$ cat config.mk
export PLATFORM = sky130hd
export DESIGN_NAME = irq_ctrl
export DESIGN_NICKNAME = d
export VERILOG_FILES = /design/src/rtl/irq_ctrl.sv
export SDC_FILE = /design/constraint.sdc
export NUM_CORES = 1
export LEC_CHECK = 0
export CORE_UTILIZATION = 50
export CTS_CLUSTER_DIAMETER = 80
export DETAILED_ROUTE_END_ITERATION = 8
export PLACE_DENSITY = 0.78
export SLEW_MARGIN = 0
export SYNTH_ARGS = -nofsm -noshare
export SYNTH_HDL_FRONTEND = slang
export SYNTH_SLANG_ARGS = --single-unit
$ cat constraint.sdc
create_clock -name clk -period 15.5 [get_ports clk]
set_clock_uncertainty 0.15 [all_clocks]
set_input_delay 1.55 -clock clk [delete_from_list [all_inputs] [get_ports clk]]
set_output_delay 1.55 -clock clk [all_outputs]
set_load 0.05 [all_outputs]
$ cat src/rtl/irq_ctrl.sv
// rtl/irq_ctrl.sv - prioritised interrupt controller with claim/complete handshake
module irq_ctrl #(
   parameter int                 NUM_SRC   = 8,
   parameter int                 PRIO_W    = 3,
   parameter logic [NUM_SRC-1:0] EDGE_MASK = '0
) (
   input  logic               clk,
   input  logic               rst,
   input  logic [NUM_SRC-1:0] src_i,
   input  logic               cfg_we_i,
   input  logic [7:0]         cfg_addr_i,
   input  logic [31:0]        cfg_wdata_i,
   output logic [31:0]        cfg_rdata_o,
   output logic               irq_o,
   output logic [4:0]         irq_id_o,
   input  logic               claim_i,
   input  logic               complete_i,
   output logic               busy_o
);

   typedef enum logic [1:0] {IDLE, REQ, INSVC} state_t;

   state_t             state_q, state_d;
   logic [4:0]         id_q, id_d;
   logic [NUM_SRC-1:0] enable_q, enable_d;
   logic [NUM_SRC-1:0] pending_q, pending_d;
   logic [NUM_SRC-1:0] src_q, src_prev_q;
   logic [NUM_SRC-1:0] set_vec, clr_vec;
   logic [PRIO_W-1:0]  threshold_q;
   logic [PRIO_W-1:0]  prio_q [NUM_SRC];
   logic [4:0]         cand_id;
   logic [PRIO_W-1:0]  cand_prio, lat_prio;
   logic               lat_elig;
   logic               claim_hit;
   logic               unused_wdata;

   // Upper write-data bits have no storage behind them.
   assign unused_wdata = ^cfg_wdata_i;

   assign irq_o    = (state_q == REQ);
   assign busy_o   = (state_q == INSVC);
   assign irq_id_o = id_q;

   // Pick the highest priority above threshold; strict compare keeps the lowest index on ties.
   always_comb begin
      cand_id   = '0;
      cand_prio = threshold_q;
      for (int k = 0; k < NUM_SRC; k++) begin
         if (pending_q[k] && (prio_q[k] > cand_prio)) begin
            cand_prio = prio_q[k];
            cand_id   = 5'(k + 1);
         end
      end
   end

   // Look up the currently latched source so preemption can compare against it.
   always_comb begin
      lat_prio = '0;
      lat_elig = 1'b0;
      for (int k = 0; k < NUM_SRC; k++) begin
         if (id_q == 5'(k + 1)) begin
            lat_prio = prio_q[k];
            lat_elig = pending_q[k] && (prio_q[k] > threshold_q);
         end
      end
   end

   // Request/service sequencing; a latched ID that lost eligibility is replaced by the new candidate.
   always_comb begin
      state_d   = state_q;
      id_d      = id_q;
      claim_hit = 1'b0;
      case (state_q)
         IDLE: begin
            if (cand_id != 5'd0) begin
               state_d = REQ;
               id_d    = cand_id;
            end
         end
         REQ: begin
            if (claim_i) begin
               state_d   = INSVC;
               claim_hit = 1'b1;
            end else if (cand_id == 5'd0) begin
               state_d = IDLE;
               id_d    = '0;
            end else if (!lat_elig || (cand_prio > lat_prio)) begin
               id_d = cand_id;
            end
         end
         INSVC: begin
            if (complete_i) begin
               state_d = IDLE;
               id_d    = '0;
            end
         end
         default: begin
            state_d = IDLE;
            id_d    = '0;
         end
      endcase
   end

   // Pending update: claim clears, a set condition overrides it, and disabled sources are dropped.
   always_comb begin
      enable_d = enable_q;
      if (cfg_we_i && (cfg_addr_i == 8'h00)) begin
         enable_d = cfg_wdata_i[NUM_SRC-1:0];
      end
      set_vec = enable_q & src_q & ~(EDGE_MASK & src_prev_q);
      clr_vec = '0;
      for (int k = 0; k < NUM_SRC; k++) begin
         if (claim_hit && (id_q == 5'(k + 1))) begin
            clr_vec[k] = 1'b1;
         end
      end
      pending_d = ((pending_q & ~clr_vec) | set_vec) & enable_d;
   end

   // Control state and latched interrupt ID.
   always_ff @(posedge clk) begin
      if (rst) begin
         state_q <= IDLE;
         id_q    <= '0;
      end else begin
         state_q <= state_d;
         id_q    <= id_d;
      end
   end

   // Source sampling, pending bits and configuration registers.
   always_ff @(posedge clk) begin
      if (rst) begin
         src_q       <= '0;
         src_prev_q  <= '0;
         pending_q   <= '0;
         enable_q    <= '0;
         threshold_q <= '0;
         for (int k = 0; k < NUM_SRC; k++) begin
            prio_q[k] <= '0;
         end
      end else begin
         src_q      <= src_i;
         src_prev_q <= src_q;
         pending_q  <= pending_d;
         enable_q   <= enable_d;
         if (cfg_we_i && (cfg_addr_i == 8'h04)) begin
            threshold_q <= cfg_wdata_i[PRIO_W-1:0];
         end
         for (int k = 0; k < NUM_SRC; k++) begin
            if (cfg_we_i && (cfg_addr_i == 8'(16 + 4 * k))) begin
               prio_q[k] <= cfg_wdata_i[PRIO_W-1:0];
            end
         end
      end
   end

   // Register readback; anything not decoded reads as zero.
   always_comb begin
      cfg_rdata_o = '0;
      if (cfg_addr_i == 8'h00) begin
         cfg_rdata_o = 32'(enable_q);
      end else if (cfg_addr_i == 8'h04) begin
         cfg_rdata_o = 32'(threshold_q);
      end else if (cfg_addr_i == 8'h08) begin
         cfg_rdata_o = 32'(pending_q);
      end
      for (int k = 0; k < NUM_SRC; k++) begin
         if (cfg_addr_i == 8'(16 + 4 * k)) begin
            cfg_rdata_o = 32'(prio_q[k]);
         end
      end
   end

endmodule

==> flow_summary.ini <==
[die]
start_util_pct = 51.2
die_area_um2 = 9800
die_w_um = 99.0
core_um2 = 9200
io_pins = 92
placementRows = 35
die_height_um = 99.0

[setup_path]
arrival_ns = 13.95
cpMaxStageDelayCell = o2111a_1
cpMostUsedCell = ha_1
max_stage_delay_ns = 0.59
end_kind = register
crit_fanout = 11
cp.required_ns = 15.58
criticalPathCategory = reg -> reg
worstSetupStartpointType = register

[sta]
finalMaxSlewViolations = 0
slew_headroom_pct = 27.9
worst_slew_pin_slew_ns = 1.07
period_share_pct = 89.5
hold_viol = 0
rsz0062_at_grt = false
max_freq_mhz = 72.1
period_needed_ns = 13.87
setup_violations = 0
timing.final.ws_setup_ns = 1.63
finalSetupTns_ns = 0

[clock_tree]
cts_sinks = 57
cts_max_level = 3
post-cts-setup-buffer-count = 0
cts_tree = built
clk_path_buf_depth = 2
cts_made_buffers = 9
clock-root-buffer = clkbuf_8
clkLatencyLatePin_ns = 0.34
cts_hold_buf = 0
ctsResizeCount = 0
clkTransAtPathRegs_ns = 0.07

[logic_synthesis]
synth_edf_count = 24
yosys-top-cells-area = edfxtp_1 (15%), dfxtp_1 (14%), ha_1 (10%)
seq_area_frac_synth_pct = 29.4
synth_mux_area_share_pct = 6.06
synth_top_family_by_area = simple AND/OR/NAND/NOR gates
synthAdderAreaFrac_pct = 10.8
synth.most_common_cell = nand2_1
synth-compound-area-share_pct = 22.0
syn_area_per_cell_um2 = 8.39
synth-warning-count = 0
netlist_area_um2 = 4710
ys_ff_latch = 57
synth_top_cell_by_area = edfxtp_1
synth_cell_type_count = 71
synth_xor_area_share_pct = 0
synthArstFlopShare_pct = 0
synth_simple_gate_area_share_pct = 23.9
synthCells = 561
yosys-top-cells-count = nand2_1 (58), nor2_1 (57), ha_1 (38), dfxtp_1 (33), nand3_1 (30)
synth.top_cell.area_share_pct = 15.3
ys.flop_type = dfxtp_1

[routing]
drc = 0
drt_iter0_drc = 357
avgViaCountPerCell = 6.23
dr.pass1.iters = 6
detail_route.wl_per_cell_um = 17.7
vias = 4428
drtAntennaViolNets = 0
totalWireLength_mm = 12.6

[placed_design]
dp_worst_setup_slack_ns = 1.91
portBuffers = 42
gp_congestion = 0.955
hpwl_mm = 9.92

[global_route]
use_met2_pct = 47.1
use_met3_pct = 3.90
first_global_vias = 4215
antenna_found_initial = 0
grt-ovfl-total = 0
busiest_layer = met2
grt_first_pass_wirelength_mm = 20.5
track_usage_pct = 26.7
met1_usage_pct = 32.9
grt_start_max_net_pins = 45

[layout]
fin_nets = 686
n_antenna_cell = 0
seq_area_um2 = 1380
drive_gt1_share_pct = 8.00
area_growth_pct = 12.5
multi_input_area_um2 = 3050
fill_cells = 827

[run_status]
status = completed

[pwr]
leakage_nw = 2.11
p_per_area_nw_per_um2 = 68.0
vdd_drop_max_uv = 60.7

[run]
cap_violations = 0

[hold_path]
worstHoldPathType = reg -> reg
[worst paths after layout]
path                   from           end  slack, ns  depth (start not counted)
max          threshold_q[1]   irq_id_o[0]       1.63                         55
min                src_q[2]  pending_q[2]       0.31                          2
min reg2reg        src_q[2]  pending_q[2]       0.31                          2
max reg2reg  threshold_q[1]   irq_id_o[0]       1.63                         55
[kinds of logic (layout without fill, tap and decap cells)]
logic type,after synthesis,in the layout
flip-flops,57,57
AO/OA/AOI/OAI,140,140
multiplexers,25,25
other,1,25
buffers and inverters,69,84
adder cells (fa/ha/maj),41,41
AND/OR/NAND/NOR,228,228
[critical path, delay by kind of cell (launching register included)]
| kind | cells | cell delay [ns] |
|---|---|---|
| mux | 7 | 2.57 |
| fa+ha+maj | 9 | 2.71 |
| simple gates | 16 | 2.94 |
| buf+inv | 2 | 0.33 |
| flops | 1 | 0.49 |
| compound gates | 21 | 4.54 |
[sequential cells by signal, indices dropped and copies added, names as in the netlist]
signal	cells
pending_q	8
enable_q	8
src_q	8
irq_id_o	4
threshold_q	3
state_q	2
prio_q	24
[cells in the final DEF (no fill, tap or decap), types with 4 or more instances in the layout]
| cell | count |
|---|---|
| nor3_1 | 14 |
| a21o_1 | 7 |
| nand2_1 | 58 |
| nand3_1 | 30 |
| o21bai_1 | 5 |
| a31oi_1 | 5 |
| o2111ai_1 | 5 |
| a22o_1 | 7 |
| mux2_2 | 6 |
| clkbuf_8 | 9 |
| nand4_1 | 4 |
| nor2b_1 | 26 |
| a22oi_1 | 14 |
| mux2i_1 | 15 |
| inv_1 | 24 |
| clkdlybuf4s50_1 | 42 |
| o21a_1 | 6 |
| nand2b_1 | 16 |
| conb_1 | 25 |
| o21ai_0 | 25 |
| ha_1 | 38 |
| edfxtp_1 | 24 |
| dfxtp_1 | 33 |
| a211oi_1 | 7 |
| nor2_1 | 57 |
| a21oi_1 | 22 |
[final cells by class]
type,instances,share of cell area (%)
clock buffer,9,2.34
tap,111,2.62
sequential,57,26.1
timing repair buffer,44,8.22
clock inverter,7,1.49
multi-input combinational,459,57.5
inverter,24,1.70
[stage by stage]
stage / power [mW] / hold WS, ns / util (%) / area (um2) / cells
4_1_cts: 0.361 / 0.311 / 57.6 / 5300 / 711
5_1_grt: 0.373 / 0.323 / 57.6 / 5300 / 711
2_1_floorplan: 0.209 / 0.283 / - / 4800 / 585
6_report: 0.360 / 0.314 / 57.6 / 5300 / 711
3_3_place_gp: 0.219 / 0.287 / 55.4 / 5090 / 695
3_5_place_dp: 0.221 / 0.305 / 55.4 / 5090 / 695
[report_power, final]
| group | leakage [nW] | internal (mW) | switching [mW] | total, mW |
|---|---|---|---|---|
| clock network | 0.100 | 0.0755 | 0.0661 | 0.142 |
| logic | 1.51 | 0.0171 | 0.0331 | 0.0501 |
| registers | 0.497 | 0.161 | 0.00695 | 0.168 |
| total | 2.11 | 0.254 | 0.106 | 0.360 |
[metal layers]
metal / part of all wire (%) / up-vias
met5: 0 / -
li1: - / 2081
met2: 49 / 207
met3: 6.3 / 21
met4: 1.9 / 0
met1: 43 / 2119
(Power assumes the default switching activity.)
